### src/rtl/cla_pkg.sv
// cla_pkg: shared types and helpers for the pipelined CLA adder/subtractor.
//   op_t : operation select carried on the operand handshake
//   ng() : number of pipeline stages (one lookahead group per stage)
package cla_pkg;

  typedef enum logic {
    OP_ADD = 1'b0,
    OP_SUB = 1'b1
  } op_t;

  function automatic int ng(input int width, input int group);
    return width / group;
  endfunction

endpackage

### src/rtl/cla_pipe_addsub_if.sv
// cla_pipe_addsub_if: operand and result handshakes of cla_pipe_addsub.
//   in_valid/in_ready  : operand transfer (in_a, in_b, in_op)
//   out_valid/out_ready: result transfer (out_sum, out_cout, out_ovf)
//   master modport = producer of operands / consumer of results
//   slave modport  = the adder itself
interface cla_pipe_addsub_if #(
  parameter int WIDTH = 16
);
  import cla_pkg::*;

  logic             in_valid;
  logic             in_ready;
  logic [WIDTH-1:0] in_a;
  logic [WIDTH-1:0] in_b;
  op_t              in_op;
  logic             out_valid;
  logic             out_ready;
  logic [WIDTH:0]   out_sum;
  logic             out_cout;
  logic             out_ovf;

  modport master (
    output in_valid, in_a, in_b, in_op, out_ready,
    input  in_ready, out_valid, out_sum, out_cout, out_ovf
  );

  modport slave (
    input  in_valid, in_a, in_b, in_op, out_ready,
    output in_ready, out_valid, out_sum, out_cout, out_ovf
  );

endinterface

### src/rtl/cla_group.sv
// cla_group: purely combinational GROUP-bit carry-lookahead slice.
//   a, b : operand bits of this group (b already inverted for subtraction)
//   cin  : carry into bit 0 of the group
//   s    : sum bits
//   cout : carry out of the group
//   pg   : group propagate (all bits propagate)
//   gg   : group generate (carry produced inside the group, independent of cin)
module cla_group #(
  parameter int GROUP = 4
) (
  input  logic [GROUP-1:0] a,
  input  logic [GROUP-1:0] b,
  input  logic             cin,
  output logic [GROUP-1:0] s,
  output logic             cout,
  output logic             pg,
  output logic             gg
);

  logic [GROUP-1:0] g;
  logic [GROUP-1:0] p;
  logic [GROUP:0]   c;

  assign g = a & b;
  assign p = a ^ b;

  // Each carry is a flat sum of products of g/p terms, not a ripple chain.
  always_comb begin
    logic term;
    term = 1'b0;
    c    = '0;
    for (int i = 0; i <= GROUP; i++) begin
      term = cin;
      for (int m = 0; m < i; m++) term = term & p[m];
      c[i] = term;
      for (int j = 0; j < i; j++) begin
        term = g[j];
        for (int m = j + 1; m < i; m++) term = term & p[m];
        c[i] = c[i] | term;
      end
    end
  end

  assign s    = p ^ c[GROUP-1:0];
  assign cout = c[GROUP];
  assign pg   = &p;
  // p and g are exclusive per bit, so when every bit propagates nothing is
  // generated; otherwise the cin term of c[GROUP] is zero and it equals gg.
  assign gg   = c[GROUP] & ~pg;

endmodule

### src/rtl/cla_pipe_addsub.sv
// cla_pipe_addsub: pipelined carry-lookahead adder/subtractor.
//   clk, rst_n : rising-edge clock, asynchronous active-low reset
//   bus        : slave side of cla_pipe_addsub_if (operands in, results out)
//   WIDTH      : operand width, multiple of GROUP
//   GROUP      : bits resolved per stage; NG = WIDTH/GROUP stages
// Stage k resolves bits [GROUP*(k+1)-1 : GROUP*k] and registers its carry.
module cla_pipe_addsub
  import cla_pkg::*;
#(
  parameter int WIDTH = 16,
  parameter int GROUP = 4
) (
  input logic            clk,
  input logic            rst_n,
  cla_pipe_addsub_if.slave bus
);

  localparam int NG = ng(WIDTH, GROUP);

  if ((WIDTH % GROUP) != 0) begin : g_bad_cfg
    $fatal(1, "cla_pipe_addsub: WIDTH must be a multiple of GROUP");
  end

  logic [NG-1:0]    v;
  logic [NG-1:0]    c_q;
  logic [WIDTH-1:0] a_q [NG];
  logic [WIDTH-1:0] b_q [NG];
  logic [WIDTH-1:0] s_q [NG];

  logic [WIDTH-1:0] a_in [NG];
  logic [WIDTH-1:0] b_in [NG];
  logic [WIDTH-1:0] s_in [NG];
  logic [WIDTH-1:0] s_nx [NG];
  logic [NG-1:0]    c_in;
  logic [NG-1:0]    v_in;
  logic [NG-1:0]    ld;
  logic [NG-1:0]    grp_c;
  logic [NG-1:0]    grp_p;
  logic [NG-1:0]    grp_g;
  logic [GROUP-1:0] grp_s [NG];
  logic             sign_top;

  // Stage inputs: stage 0 takes the bus (B inverted, carry-in 1 for SUB),
  // later stages take the registered fields of the stage before.
  always_comb begin
    a_in[0] = bus.in_a;
    b_in[0] = (bus.in_op == OP_SUB) ? ~bus.in_b : bus.in_b;
    s_in[0] = '0;
    c_in    = '0;
    c_in[0] = (bus.in_op == OP_SUB);
    v_in    = '0;
    v_in[0] = bus.in_valid;
    for (int k = 1; k < NG; k++) begin
      a_in[k] = a_q[k-1];
      b_in[k] = b_q[k-1];
      s_in[k] = s_q[k-1];
      c_in[k] = c_q[k-1];
      v_in[k] = v[k-1];
    end
    for (int k = 0; k < NG; k++) begin
      s_nx[k] = s_in[k];
      s_nx[k][k*GROUP +: GROUP] = grp_s[k];
    end
  end

  for (genvar k = 0; k < NG; k++) begin : g_stage
    cla_group #(.GROUP(GROUP)) u_grp (
      .a   (a_in[k][k*GROUP +: GROUP]),
      .b   (b_in[k][k*GROUP +: GROUP]),
      .cin (c_in[k]),
      .s   (grp_s[k]),
      .cout(grp_c[k]),
      .pg  (grp_p[k]),
      .gg  (grp_g[k])
    );
  end

  // Stage k loads when empty or when it drains forward; walking from the
  // output end, "drains" reduces to "the next stage loads" (or out_ready).
  always_comb begin
    logic nxt;
    ld  = '0;
    nxt = bus.out_ready;
    for (int k = NG - 1; k >= 0; k--) begin
      ld[k] = !v[k] || nxt;
      nxt   = ld[k];
    end
  end

  always_ff @(posedge clk or negedge rst_n) begin
    if (!rst_n) begin
      v   <= '0;
      c_q <= '0;
      for (int k = 0; k < NG; k++) begin
        a_q[k] <= '0;
        b_q[k] <= '0;
        s_q[k] <= '0;
      end
    end else begin
      for (int k = 0; k < NG; k++) begin
        if (ld[k]) begin
          v[k] <= v_in[k];
          if (v_in[k]) begin
            a_q[k] <= a_in[k];
            b_q[k] <= b_in[k];
            s_q[k] <= s_nx[k];
            c_q[k] <= grp_c[k];
          end
        end
      end
    end
  end

  // Sign extension: A and B' sign bits plus the carry into bit WIDTH.
  assign sign_top      = a_q[NG-1][WIDTH-1] ^ b_q[NG-1][WIDTH-1] ^ c_q[NG-1];
  assign bus.in_ready  = ld[0];
  assign bus.out_valid = v[NG-1];
  assign bus.out_sum   = {sign_top, s_q[NG-1]};
  assign bus.out_cout  = c_q[NG-1];
  assign bus.out_ovf   = sign_top ^ s_q[NG-1][WIDTH-1];

  // Group P/G are kept for a two-level lookahead variant.
  logic unused_grp_pg;
  assign unused_grp_pg = ^{grp_p, grp_g};

endmodule

### src/flat_wrapper.sv
// flat-port wrapper written by rule: the top's interface ports become plain ports
module cla_pipe_addsub_flat import cla_pkg::*;
#(
  parameter int WIDTH = 16,
  parameter int GROUP = 4
)
  (clk, rst_n, bus_in_valid, bus_in_a, bus_in_b, bus_in_op, bus_out_ready, bus_in_ready, bus_out_valid, bus_out_sum, bus_out_cout, bus_out_ovf);
  cla_pipe_addsub_if #(.WIDTH(WIDTH)) bus_i ();
  input logic clk;
  input logic rst_n;
  input wire logic [$bits(bus_i.in_valid)-1:0] bus_in_valid;
  input wire logic [$bits(bus_i.in_a)-1:0] bus_in_a;
  input wire logic [$bits(bus_i.in_b)-1:0] bus_in_b;
  input wire logic [$bits(bus_i.in_op)-1:0] bus_in_op;
  input wire logic [$bits(bus_i.out_ready)-1:0] bus_out_ready;
  output wire logic [$bits(bus_i.in_ready)-1:0] bus_in_ready;
  output wire logic [$bits(bus_i.out_valid)-1:0] bus_out_valid;
  output wire logic [$bits(bus_i.out_sum)-1:0] bus_out_sum;
  output wire logic [$bits(bus_i.out_cout)-1:0] bus_out_cout;
  output wire logic [$bits(bus_i.out_ovf)-1:0] bus_out_ovf;
  assign bus_i.in_valid = bus_in_valid;
  assign bus_i.in_a = bus_in_a;
  assign bus_i.in_b = bus_in_b;
  assign bus_i.in_op = bus_in_op;
  assign bus_i.out_ready = bus_out_ready;
  assign bus_in_ready = bus_i.in_ready;
  assign bus_out_valid = bus_i.out_valid;
  assign bus_out_sum = bus_i.out_sum;
  assign bus_out_cout = bus_i.out_cout;
  assign bus_out_ovf = bus_i.out_ovf;
  cla_pipe_addsub #(.WIDTH(WIDTH), .GROUP(GROUP)) u_core (.clk(clk), .rst_n(rst_n), .bus(bus_i));
endmodule
### config.mk
export PLATFORM = sky130hd
export DESIGN_NAME = cla_pipe_addsub_flat
export DESIGN_NICKNAME = d
export VERILOG_FILES = /design/src/rtl/cla_pkg.sv /design/src/rtl/cla_pipe_addsub_if.sv /design/src/rtl/cla_group.sv /design/src/rtl/cla_pipe_addsub.sv /design/src/flat_wrapper.sv
export SDC_FILE = /design/constraint.sdc
export NUM_CORES = 1
export LEC_CHECK = 0
export ABC_AREA = 1
export CORE_UTILIZATION = 48
export DETAILED_ROUTE_END_ITERATION = 8
export HOLD_SLACK_MARGIN = 0.05
export PLACE_DENSITY = 0.77
export SYNTH_ARGS = -nofsm -noshare
export SYNTH_HDL_FRONTEND = slang
export SYNTH_SLANG_ARGS = --single-unit
export TNS_END_PERCENT = 30
### constraint.sdc
create_clock -name clk -period 1.48 [get_ports clk]
set_clock_uncertainty 0.1 [all_clocks]
set_input_delay 0.296 -clock clk [delete_from_list [all_inputs] [get_ports clk]]
set_output_delay 0.296 -clock clk [all_outputs]
set_load 0.01 [all_outputs]
==> results of run 1 <==
through the flow:
stage	utilization	hold slack (ns)	instance area [sq um]
floorplan	-	-0.0996	4530
global placement	0.608	0.0101	5400
detailed placement	0.608	0.0106	5400
CTS	0.641	0.158	5700
global route	0.678	0.168	6030
finish	0.678	0.183	6030
registers in the layout, summed over array words and instances (netlist names):
| register | count |
|---|---|
| u_core.bus.out_sum | 16 |
| u_core.b_in | 24 |
| u_core.a_q | 1 |
| u_core.b_q | 1 |
| u_core.v | 4 |
| u_core.c_q | 4 |
| u_core.s_in | 24 |
| u_core.a_in | 24 |
final cells by class:
cell class	count	area, sq um
inverter	31	129
timing repair inverter	2	11.3
clock buffer	11	141
clock inverter	3	17.5
timing repair buffer	108	1150
tap	108	135
fill	691	2860
sequential	98	2450
multi-input combinational	362	1990
cells by family (layout without fill, tap and decap cells):
family | count (synthesis) | count (layout) | share of synthesized area
AOI/OAI and AO/OA | 35 | 35 | 0.0400
and+or+nand+nor | 283 | 283 | 0.254
xor gates and xnor gates | 21 | 21 | 0.0408
buffers and inverters | 49 | 155 | 0.0525
DFF | 98 | 98 | 0.544
adders and majority gates | 23 | 23 | 0.0689
power by group through the flow:
stage	Combinational, mW	Clock, mW	Sequential [mW]
final	3.77	1.51	4.04
after global routing	4.23	1.65	4.14
after CTS	3.31	1.53	4.02
after detailed placement	3.28	0	4.06
after global placement	3.13	0	4.01
after floorplan	1.82	0	4.07
layer usage:
layer	vias up	global-route usage	routed length, um
met5	-	0	0
met4	0	0.0735	172
met3	17	0.0376	307
met2	80	0.354	5070
met1	1673	0.254	4160
li1	1794	-	-
critical path, cell delays in order (launching register included):
cell and delay (ns):
dfrtp_1 0.42, xnor2_2 0.15, or2_4 0.26, nand2_4 0.07, buf_6 0.09, inv_2 0.02, buf_6 0.10
timing repair:
item                                    4_1_cts  5_1_grt
endpoints found under the setup margin       39       96
hold buffers                                  1        0
pin swaps                                    18       27
endpoints found under the hold margin        98        0
gates cloned                                  2        7
resized for setup                            71       67
setup buffers                                 7        6
layout by cell type, fill, tap and decap left out, types with 3 or more instances in the layout:
| cell type | count |
|---|---|
| buf_12 | 6 |
| buf_2 | 4 |
| buf_4 | 25 |
| buf_6 | 17 |
| clkbuf_16 | 4 |
| clkbuf_8 | 10 |
| clkdlybuf4s50_1 | 30 |
| clkinv_2 | 3 |
| dfrtp_1 | 98 |
| dlygate4sd2_1 | 18 |
| ha_1 | 16 |
| ha_2 | 4 |
| inv_1 | 25 |
| inv_2 | 3 |
| inv_4 | 3 |
| nand2_1 | 227 |
| nand2_2 | 19 |
| nand2_4 | 3 |
| nand3_1 | 11 |
| nand3_2 | 3 |
| nand3b_1 | 5 |
| nand4_1 | 3 |
| nor2_1 | 4 |
| nor2_4 | 3 |
| o21ai_0 | 12 |
| o21ai_1 | 14 |
| o21ai_2 | 5 |
| xnor2_1 | 16 |
| xor2_1 | 4 |
path summary, 6_finish.rpt:
| path | from | to | slack, ns | cells past startpoint |
|---|---|---|---|---|
| worst max register to register | u_core.b_in[12] | u_core.bus.out_sum[15] | -0.11 | 9 |
| min in group clk | bus_out_ready | u_core.v[3] | 0.28 | 4 |
| max in group asynchronous | rst_n | u_core.c_q[2] | 0.63 | 3 |
| worst min-delay path | rst_n | u_core.s_in[33] | 0.18 | 2 |
| worst min register to register | u_core.bus.out_sum[2] | u_core.bus.out_sum[2] | 0.37 | 2 |
| worst max-delay path | u_core.a_q[15] | bus_out_sum[16] | -0.39 | 6 |
==> run metrics, run 1 <==
status complete, but fails checks; failing checks setup timing; port bufs 57; slew margin rel. 0.811; Synth Area per Inst 8.85 sq um; Worst VDD drop 699 uV; Pre-Repair DR Iteration Count 4; pin count of the biggest net entering global routing 55; CTS tree yes; Power Internal 6.01 mW; Main synth FF type dfrtp_1; Mapped Nets 569; Antenna Violating Nets Remaining 0; share of cells above drive strength 1 0.202; Max Clk Rate 0.536 GHz; Crit. End Element output pin; vias in the first global route 3510; synthesis-stage register bit count 98; DIE HEIGHT 98.9 um; dpl ws -0.673 ns; CORE AREA 8890 sq um; worst slew pin tran 0.284 ns; area grow syn2layout 33.8%; RSZ-0062 raised after global routing yes; Cell Area, Synth 4510 sq um; Seq/Total Area, Yosys 0.544; CTS clk-pin slew, worst paths 0.09 ns; clock share of power 0.162; clock period minus worst slack 1.87 ns; Max Buffers Root-to-Sink 2; die width 98.9 um; Final Setup Violations 29; Cells after Synth 509; worst path arrival time 1.47 ns; cts bufs inserted 9; total wire length 9.71 mm; YS warnings 0; fin cells 723; DRT iter0 DRCs 160; Pins Over Slew Limit 0; drc violations 0; worst-path maximum fanout 2; Final Worst Setup Slack -0.385 ns; Synth area leaders dfrtp_1, nand2_1, ha_1, xnor2_1, o21ai_0; Max Cap Viol 0; total die area 9780 sq um; Worst Path Required 1.08 ns; Cell Rows 34; Startpoint Class flop; CTS H-tree lvls 3; final-stage net count 672; total power 9.32 mW; combinational share of power 0.405; Sw Share 0.356; mean routed wirelength per cell 13.4 um; Overflow after GRT 0; Final Hold Vio Count 0; clock sink count 98; Unique masters post-synth 26; GRT Resource Usage Total 0.204; TNS Setup -2.95 ns; top-count cell post-synth nand2_1; Yosys top cell by area dfrtp_1; Pleak 3.11 nW; worst skew pair latency 0.36 ns; PD cells 1550 nW/um^2; Antenna diodes 0; Final period util 1.26; top-area cell type share of the netlist area 0.544; Switching Power 3.32 mW; first-pass GRT wire length 15.7 mm; IO Pins 58; Synth top cells by count nand2_1, dfrtp_1, inv_1, o21ai_0, ha_1; post-placement cell count 689; Reg power frac 0.433; FFs w/ async S/R, synth 1.00; Vias 3564; EDFF count, synth 0; hold crit path type input pin to async pin; root buffer cell clkbuf_8; Vias/cell 4.93; initial antenna violation count 0; hpwl dp 6.24 mm; Crit Path Class flop to output pin; Starting Density 0.507; Final GP Congestion 0.755
(Power assumes the default switching activity.)
==> run 2: changes to the inputs <==
- CTS_CLUSTER_DIAMETER: not set -> 30
- MAX_ROUTING_LAYER: not set -> met4
==> run 2 against run 1 <==
- non-clock buffer count shrank 1
- cell count down 0.14%
- total power rose by 0.48%
- sequential power about the same
- worst hold slack lost 0.0025 ns
- clock-buffer cell count unchanged
- combinational power is 1% higher
- maximum frequency about the same
- design area rose by 0.77%
- largest cell class unchanged
- via count rose by 0.36%
- clock power about the same
- the flow still finishes with violations (setup timing)
- register-to-register slack barely moved
==> run metrics, run 2 (synthesized netlist as in run 1, its figures left out) <==
WHS 0.180 ns (-0.00249 ns); port bufs 57 (unchanged); Worst Path Required 1.08 ns (about the same); root buffer cell clkbuf_8; fin cells 722 (-0.14%); DIE HEIGHT 98.9 um (unchanged); Antenna Violating Nets Remaining 0 (unchanged); worst-path maximum fanout 2 (unchanged); mean routed wirelength per cell 13.7 um (+1.9%); Crit. End Element output pin; worst slew pin tran 0.282 ns (-0.00173 ns); Final Worst Setup Slack -0.384 ns (+0.00120 ns); Crit Path Class flop to output pin; Crit path top cell by count buf_6; final-stage net count 671 (-0.15%); Final Hold Vio Count 0 (unchanged); Final Setup Violations 11 (-62%); Final period util 1.26 (about the same); combinational share of power 0.407 (+0.002); first-pass GRT wire length 15.7 mm (about the same); failing checks setup timing; IO Pins 58 (unchanged); vias in the first global route 3511 (+0.028%); Startpoint Class flop; Pleak 3.14 nW (+1.1%); CTS tree yes; clock share of power 0.161 (about the same); Vias 3577 (+0.36%); Pre-Repair DR Iteration Count 4 (unchanged); die width 98.9 um (unchanged); clock sink count 98 (unchanged); clock period minus worst slack 1.86 ns (-0.00120 ns); Max Cap Viol 0 (unchanged); Cell Rows 34 (unchanged); GRT Resource Usage Total 0.210 (+0.00602); Worst VDD drop 699 uV (about the same); Power Internal 6.02 mW (+0.22%); commonest non-fill, non-tap cell in the layout nand2_1; Slowest Stage Delay on Critical Path 0.42 ns (about the same); worst path arrival time 1.47 ns (about the same); CTS H-tree lvls 3 (unchanged); DRT iter0 DRCs 171 (+6.9%); Max Buffers Root-to-Sink 2 (unchanged); worst-path cell chain xnor2_2, or2_4, nand2_4, buf_6, inv_2, buf_6; Vias/cell 4.95 (+0.50%); Switching Power 3.35 mW (+0.96%); hpwl dp 6.24 mm (unchanged); most frequent cells in the layout nand2_1, dfrtp_1, clkdlybuf4s50_1; RSZ-0062 raised after global routing yes; worst skew pair latency 0.36 ns (about the same); Starting Density 0.507 (unchanged); share of cells above drive strength 1 0.215 (+0.0134); total die area 9780 sq um (unchanged); pin count of the biggest net entering global routing 55 (unchanged); total wire length 9.88 mm (+1.8%); hold crit path type input pin to async pin; status complete, but fails checks; Final GP Congestion 0.765 (+1.3%); Pins Over Slew Limit 0 (unchanged); CORE AREA 8890 sq um (unchanged); Reg power frac 0.432 (about the same); drc violations 0 (unchanged); PD cells 1540 nW/um^2 (-0.29%); area grow syn2layout 34.8%; Antenna diodes 0 (unchanged); CP max-delay cell dfrtp_1; slew margin rel. 0.812 (+0.00116); Overflow after GRT 0 (unchanged); cts bufs inserted 9 (unchanged); Sw Share 0.357 (+0.00169); Max Clk Rate 0.536 GHz (about the same); CTS clk-pin slew, worst paths 0.09 ns (about the same); initial antenna violation count 0 (unchanged); post-placement cell count 689 (unchanged)
run 2: changes by cell type in the layout (fill, tap and decap cells not counted), sizes merged:
cell           change
clkdlybuf4s50      -1
dlymetal6s2s       +1
buf                -1
run 2: power by group through the flow:
stage          Combinational, mW  Clock, mW  Sequential [mW]
2_1_floorplan               1.82          0             4.07
3_3_place_gp                3.13          0             4.01
3_5_place_dp                3.28          0             4.06
4_1_cts                     3.31       1.53             4.02
5_1_grt                     4.26       1.65             4.15
6_report                    3.81       1.51             4.04
run 2: worst paths after layout:
kind | from | endpoint | slack [ns] | cells after the start
min reg2reg | u_core.bus.out_sum[7] | u_core.bus.out_sum[7] | 0.37 | 2
max | u_core.a_q[15] | bus_out_sum[16] | -0.38 | 6
max reg2reg | u_core.b_in[12] | u_core.bus.out_sum[15] | -0.11 | 9
min in group clk | bus_out_ready | u_core.v[3] | 0.28 | 4
min | rst_n | u_core.s_in[33] | 0.18 | 2
max in group asynchronous | rst_n | u_core.c_q[2] | 0.64 | 3
run 2: critical path: cells and delay by family (launching register included):
family,cells,cell delay (ns)
XOR/XNOR,1,0.15
buffers and inverters,3,0.21
flip-flops,1,0.42
AND/OR/NAND/NOR,2,0.33
run 2: timing repair:
| action | 4_1_cts | 5_1_grt |
|---|---|---|
| setup buffers | 7 | 6 |
| hold endpoints to repair | 98 | 0 |
| cloned | 2 | 7 |
| endpoints found under the setup margin | 39 | 96 |
| hold buffers | 1 | 0 |
| gates resized for setup | 71 | 83 |
| pin swaps | 18 | 32 |
run 2: layer usage:
layer | wire length (um) | share of wire | track usage | vias to the layer above
li1 | - | - | - | 1787
met1 | 4240 | 0.43 | 0.254 | 1700
met2 | 5220 | 0.53 | 0.354 | 77
met3 | 289 | 0.029 | 0.0270 | 13
met4 | 135 | 0.014 | 0.0873 | 0
met5 | 0 | 0 | - | -
run 2: metrics by stage:
stage | setup TNS, ns | worst slack (ns) | cell area, sq um | utilization | total power [mW]
after global routing | -3.37 | -0.480 | 6070 | 0.683 | 10.1
after floorplan | -0.953 | -0.265 | 4530 | - | 5.89
final | -1.36 | -0.384 | 6070 | 0.683 | 9.37
after CTS | -2.23 | -0.397 | 5700 | 0.641 | 8.85
after global placement | -20.94 | -0.601 | 5400 | 0.608 | 7.15
after detailed placement | -27.79 | -0.673 | 5400 | 0.608 | 7.34
run 2: layout make-up:
class	count	area (sq um)
flip-flops and latches	98	2450
clock inverters	3	17.5
well taps	108	135
repair buffers	107	1150
clock buffers	11	141
fillers	675	2820
inverters	31	129
repair inverters	2	11.3
multi-input cells	362	2040
